==> src/rtl/eth_crc_pkg.sv <==
// Shared CRC-32 constants, types and the reflected byte-step function used by the stream engine.

package eth_crc_pkg;

    typedef logic [31:0] crc32_t;

    typedef enum logic {StIdle, StActive} crc_state_e;

    localparam crc32_t CRC32_POLY_R  = 32'hEDB88320;
    localparam crc32_t CRC32_INIT    = 32'hFFFFFFFF;
    localparam crc32_t CRC32_XOR_OUT = 32'hFFFFFFFF;
    localparam crc32_t CRC32_RESIDUE = 32'hDEBB20E3;

    // Reflected update: the state shifts right and data enters LSB first.
    function automatic crc32_t crc32_byte(input crc32_t state, input logic [7:0] data,
                                          input crc32_t poly = CRC32_POLY_R);
        crc32_t s;
        s = state;
        for (int i = 0; i < 8; i++) begin
            s = (s >> 1) ^ (poly & {32{s[0] ^ data[i]}});
        end
        return s;
    endfunction

endpackage

==> src/rtl/eth_crc32_lanes.sv <==
// Combinational chain of per-lane CRC byte steps; partial_o[k] is the state after k lanes.

module eth_crc32_lanes
    import eth_crc_pkg::*;
#(
    parameter int unsigned NB     = 1,
    parameter crc32_t      POLY_R = CRC32_POLY_R
) (
    input  crc32_t            state_i,
    input  logic [8*NB-1:0]   data_i,
    output crc32_t            partial_o [NB+1]
);

    crc32_t s;

    always_comb begin
        s            = state_i;
        partial_o[0] = s;
        for (int k = 0; k < NB; k++) begin
            s              = crc32_byte(s, data_i[8*k +: 8], POLY_R);
            partial_o[k+1] = s;
        end
    end

endmodule

==> src/rtl/eth_crc32_stream.sv <==
// Frame-aware CRC-32 engine: folds DATA_W-bit beats, emits a registered FCS/check result after eof.

module eth_crc32_stream
    import eth_crc_pkg::*;
#(
    parameter int unsigned DATA_W  = 8,
    parameter crc32_t      POLY_R  = CRC32_POLY_R,
    parameter crc32_t      INIT    = CRC32_INIT,
    parameter crc32_t      XOR_OUT = CRC32_XOR_OUT,
    parameter crc32_t      RESIDUE = CRC32_RESIDUE
) (
    input  logic                  clk,
    input  logic                  rst,
    input  logic                  in_valid,
    input  logic                  in_sof,
    input  logic                  in_eof,
    input  logic [DATA_W/8-1:0]   in_keep,
    input  logic [DATA_W-1:0]     in_data,
    input  logic                  in_chk,
    output logic [31:0]           crc_state,
    output logic                  busy,
    output logic                  res_valid,
    output logic [31:0]           fcs_out,
    output logic                  fcs_ok,
    output logic                  proto_err
);

    localparam int unsigned NB   = DATA_W / 8;
    localparam int unsigned CntW = $clog2(NB + 1);

    crc_state_e      state_q;
    crc32_t          crc_q;
    crc32_t          fcs_q;
    logic            fcs_ok_q;
    logic            res_valid_q;
    logic            proto_err_q;

    crc32_t          seed;
    crc32_t          crc_next;
    crc32_t          partial [NB+1];
    logic [CntW-1:0] fold_cnt;
    logic            run;

    // A sof beat always restarts from INIT, whether the engine was idle or mid-frame.
    assign seed = in_sof ? INIT : crc_q;

    eth_crc32_lanes #(
        .NB     (NB),
        .POLY_R (POLY_R)
    ) u_lanes (
        .state_i   (seed),
        .data_i    (in_data),
        .partial_o (partial)
    );

    // Only the contiguous keep run starting at lane 0 counts on an eof beat.
    always_comb begin
        fold_cnt = CntW'(NB);
        run      = 1'b1;
        if (in_eof) begin
            fold_cnt = '0;
            for (int k = 0; k < NB; k++) begin
                if (run && in_keep[k]) begin
                    fold_cnt = fold_cnt + CntW'(1);
                end else begin
                    run = 1'b0;
                end
            end
        end
    end

    assign crc_next = partial[fold_cnt];

    always_ff @(posedge clk or posedge rst) begin
        if (rst) begin
            state_q     <= StIdle;
            crc_q       <= INIT;
            fcs_q       <= '0;
            fcs_ok_q    <= 1'b0;
            res_valid_q <= 1'b0;
            proto_err_q <= 1'b0;
        end else begin
            res_valid_q <= 1'b0;
            proto_err_q <= 1'b0;
            if (in_valid) begin
                case (state_q)
                    StIdle: begin
                        if (in_sof) begin
                            crc_q <= crc_next;
                            if (in_eof) begin
                                res_valid_q <= 1'b1;
                                fcs_q       <= crc_next ^ XOR_OUT;
                                fcs_ok_q    <= in_chk && (crc_next == RESIDUE);
                            end else begin
                                state_q <= StActive;
                            end
                        end else begin
                            proto_err_q <= 1'b1;
                        end
                    end
                    StActive: begin
                        crc_q <= crc_next;
                        if (in_sof) begin
                            proto_err_q <= 1'b1;
                        end
                        if (in_eof) begin
                            res_valid_q <= 1'b1;
                            fcs_q       <= crc_next ^ XOR_OUT;
                            fcs_ok_q    <= in_chk && (crc_next == RESIDUE);
                            state_q     <= StIdle;
                        end
                    end
                    default: state_q <= StIdle;
                endcase
            end
        end
    end

    assign crc_state = crc_q;
    assign busy      = (state_q == StActive);
    assign res_valid = res_valid_q;
    assign fcs_out   = fcs_q;
    assign fcs_ok    = fcs_ok_q;
    assign proto_err = proto_err_q;

endmodule

==> config.mk <==
export PLATFORM = sky130hd
export DESIGN_NAME = eth_crc32_stream
export DESIGN_NICKNAME = d
export VERILOG_FILES = /design/src/rtl/eth_crc_pkg.sv /design/src/rtl/eth_crc32_lanes.sv /design/src/rtl/eth_crc32_stream.sv
export SDC_FILE = /design/constraint.sdc
export NUM_CORES = 1
export LEC_CHECK = 0
export BUFFER_PORTS_ARGS = -buffer_cell sky130_fd_sc_hd__buf_2
export CAP_MARGIN = 20
export CORE_ASPECT_RATIO = 1.5
export CORE_MARGIN = 2
export CORE_UTILIZATION = 43
export DETAILED_ROUTE_END_ITERATION = 10
export GPL_TIMING_DRIVEN = 1
export PLACE_DENSITY = 0.65
export SYNTH_ARGS = -nofsm -noshare
export SYNTH_HDL_FRONTEND = slang
export SYNTH_SLANG_ARGS = --single-unit
==> constraint.sdc <==
create_clock -name clk -period 5.65 [get_ports clk]
set_input_delay 1.13 -clock clk [delete_from_list [all_inputs] [get_ports clk]]
set_output_delay 1.13 -clock clk [all_outputs]
set_load 0.02 [all_outputs]
==> parameters.txt <==
Parameter                              Value

Power
  Maximum vdd ir drop    0.0003387 V
  Power Density    654.0 nW/um^2
  Leak Pwr    2.361 nW

Synthesis
  Yosys warning total    0
  Number of enable flip-flop cells after synthesis    0
  Count of distinct cell types in the synthesized netlist    68
  Simple-gate portion of the synthesized area    0.1699
  Post-synthesis async set-or-reset flop share    1.000
  Post-synthesis instance total    479
  Parity-gate share of the synthesized area counting xor and xnor cells    0.1488
  Largest family of logic cells by synthesized area    compound AO/OA/AOI/OAI gates
  Post-synthesis adder-cell area fraction    0.002701
  Yosys reg bits    68
  Share of cell area taken by muxes after synthesis    0.08401
  Synthesized Nets    495
  Sequential fraction of the synthesis area    0.3760
  Post-synthesis compound-gate area fraction    0.1786
  Top_reg_cell synth    sky130_fd_sc_hd__dfrtp_1
  Post-synth design cell area    4632 um^2
  Avg Inst Size Synth    9.670 um^2

Global routing
  First-pass GRT wire length    21570 um
  Total global-route track usage    0.2470
  Pin count of the biggest net entering global routing    69
  Total overflow reported by the global router    0
  Initial antenna violation count    0
  Vias in the first global route    3894

Job
  Max Cap Viol    0

Cells and area
  Ant. Diodes    0
  Fraction of final layout cells with drive strength greater than 1    0.3400
  Fin util    0.5153
  FF+latch area    1742 um^2
  Area of combinational cells with multiple inputs    2708 um^2
  Area growth, synth to finish    17.18%
  Net total in the final layout    561
  Filler Cell Count    971

Floorplan
  Total core area    10530 um^2
  Row Count    46
  Starting Density    0.4398
  Ports placed on the boundary    83
  Full die area    11640 um^2
  Width of the die    88.74 um
  Die boundary height    131.1 um

STA
  Final setup margin    1.661 ns
  Rel. slew slack    0.3784
  RSZ-0062 raised after global routing    false
  Final setup violation count    0
  Number of max-slew violations in the final report    0
  Final period demand of the worst path    3.989 ns
  Fin Clk Skew    0.008212 ns
  Achievable clock frequency    250.7 MHz
  Transition time at the pin with the least slew margin    0.9253 ns
  Number of hold violations in the final report    0
  Period utilisation layout    0.7060
  Total negative setup slack    0 ns

Clock network
  Clock-pin slew of the registers on the worst-case setup and hold paths    0.05 ns
  CTS tree    done
  Total CTS buffers    9
  Postcts setup bufs    0
  Sinks on the clock net    68
  Post-CTS Hold Fix Bufs    0
  Post-CTS Resized    0
  Number of levels the H-tree was split into    3
  Clock Tree Root    sky130_fd_sc_hd__clkbuf_16
  Maximum buffer depth of the clock tree    2
  Latest clock arrival within the worst-skew pair    0.34 ns

Worst hold path
  Min-Delay Startpoint    fcs_out[11]
  Hold WC Path Type    flip-flop to flip-flop
  Number of cells on the worst hold path    2

Place
  Detailed Place HPWL    10190 um
  Pre-CTS setup slack    1.393 ns
  IO Port Bufs    82
  Final Wtd Congestion    0.8904

Worst setup path
  Critical path startpoint category    input port
  Highest fanout seen on the critical path    37
  Kind of critical path    input port to flip-flop
  Beginning of the worst register-to-register path    crc_state[0]
  Required time at the worst-slack endpoint    5.89 ns
  Cell depth of the worst flop-to-flop path    8
  Critical Path Start    in_sof
  CP Data Arrival Time    4.23 ns
  Setup crit end kind    flip-flop

Route
  Drt via density    5.719
  Average wire per standard cell    19.87 um
  Post-DRT Antenna Nets    0
  DRC violation count after routing    0
  Total via count in the routed design    3969
  Number of iterations in the first detailed-routing pass    5
  Number of DRC violations after detailed-routing iteration 0    251
  Final wirelength    13790 um

Run status
  Status    finished, final reports clean
==> placed cells by master (no fill, tap or decap), types with 15 or more instances in the layout <==
| cell | synthesis | layout |
|---|---|---|
| sky130_fd_sc_hd__nand2_1 | 44 | 44 |
| sky130_fd_sc_hd__dfrtp_1 | 36 | 36 |
| sky130_fd_sc_hd__mux2_2 | 31 | 31 |
| sky130_fd_sc_hd__o21ai_0 | 50 | 50 |
| sky130_fd_sc_hd__xnor3_1 | 15 | 15 |
| sky130_fd_sc_hd__xnor2_1 | 21 | 21 |
| sky130_fd_sc_hd__dfstp_2 | 32 | 32 |
| sky130_fd_sc_hd__buf_2 | 10 | 82 |
| sky130_fd_sc_hd__nor3_1 | 25 | 25 |
| sky130_fd_sc_hd__nor2_1 | 44 | 44 |
==> worst max-delay path, stage by stage <==
cell	delay [ns]
sky130_fd_sc_hd__buf_2	0.39
sky130_fd_sc_hd__buf_4	0.42
sky130_fd_sc_hd__nor3_1	0.24
sky130_fd_sc_hd__or4_1	0.55
sky130_fd_sc_hd__a31oi_1	0.50
sky130_fd_sc_hd__nand4_1	0.27
sky130_fd_sc_hd__nor4_1	0.27
sky130_fd_sc_hd__nand4_1	0.18
sky130_fd_sc_hd__o31ai_2	0.27
==> worst paths after layout <==
kind / endpoint / slack (ns)
hold reg to reg: fcs_out[11] / 0.48
hold / removal: fcs_out[11] / 0.48
setup / recovery: fcs_ok / 1.66
setup reg to reg: fcs_ok / 2.26
max in group asynchronous: fcs_out[13] / 4.03
min in group asynchronous: fcs_out[1] / 1.04
==> registers in the layout, summed over array words and instances, names as in the netlist <==
| register | cells |
|---|---|
| proto_err | 1 |
| fcs_out | 32 |
| crc_state | 32 |
| fcs_ok | 1 |
| busy | 1 |
| res_valid | 1 |
==> Yosys cell counts (3+ instances only) <==
cell	number	area, um^2
sky130_fd_sc_hd__mux2i_1	4	40.04
sky130_fd_sc_hd__a22oi_1	3	22.52
sky130_fd_sc_hd__o21a_1	7	52.55
sky130_fd_sc_hd__buf_2	10	50.05
sky130_fd_sc_hd__and2_1	6	37.54
sky130_fd_sc_hd__nand2b_1	3	18.77
sky130_fd_sc_hd__nor4_1	3	18.77
sky130_fd_sc_hd__nor3_1	25	125.1
sky130_fd_sc_hd__mux2_2	31	349.1
sky130_fd_sc_hd__o31ai_1	3	22.52
sky130_fd_sc_hd__nand2_1	44	165.2
sky130_fd_sc_hd__a21oi_1	13	65.06
sky130_fd_sc_hd__xnor3_1	15	337.8
sky130_fd_sc_hd__or3_1	14	87.58
sky130_fd_sc_hd__nand4_1	4	25.02
sky130_fd_sc_hd__o32ai_1	3	26.28
sky130_fd_sc_hd__xor2_1	4	35.03
sky130_fd_sc_hd__o21ai_0	50	250.2
sky130_fd_sc_hd__inv_1	3	11.26
sky130_fd_sc_hd__clkbuf_1	18	67.56
sky130_fd_sc_hd__buf_4	3	22.52
sky130_fd_sc_hd__dfstp_2	32	840.8
sky130_fd_sc_hd__a211oi_1	10	75.07
sky130_fd_sc_hd__xnor2_1	21	183.9
sky130_fd_sc_hd__o211ai_1	13	97.59
sky130_fd_sc_hd__nor2b_1	4	25.02
sky130_fd_sc_hd__dfrtp_1	36	900.9
sky130_fd_sc_hd__nor2_1	44	165.2
sky130_fd_sc_hd__a31oi_1	4	25.02
==> layout make-up <==
cell class | count | share of cell area
multi-input combinational | 372 | 0.4988
tap | 144 | 0.03320
clock buffer | 11 | 0.04657
clock inverter | 5 | 0.01106
inverter | 4 | 0.002766
timing repair buffer | 90 | 0.08668
sequential | 68 | 0.3209
==> cell families (layout without fill, tap and decap cells) <==
kind of cell	count (synthesis)	in the layout
simple gates	163	163
buf+inv	39	110
flops	68	68
compound gates	127	127
fa+ha+maj	1	1
mux	35	35
xor+xnor	46	46
==> per-stage QoR <==
step           total power [mW]  hold WS [ns]  std cells  area, um^2
2_1_floorplan             2.364        0.5235        479        4632
3_3_place_gp              2.940        0.4664        678        5115
3_5_place_dp              2.971        0.4687        678        5115
4_1_cts                   3.566        0.4843        694        5428
5_1_grt                   3.762        0.5044        694        5428
6_report                  3.550        0.4801        694        5428
==> per-layer routing <==
layer | up-vias | track usage | part of all wire
li1 | 1867 | - | -
met1 | 1955 | 0.3247 | 0.42
met2 | 121 | 0.3964 | 0.50
met3 | 26 | 0.03769 | 0.043
met4 | 0 | 0.1086 | 0.035
met5 | - | 0 | 0
==> power by group <==
group | switching, mW | internal, mW
registers | 0.248 | 0.790
clock network | 0.217 | 0.366
logic | 1.09 | 0.844
(Power assumes the default switching activity.)
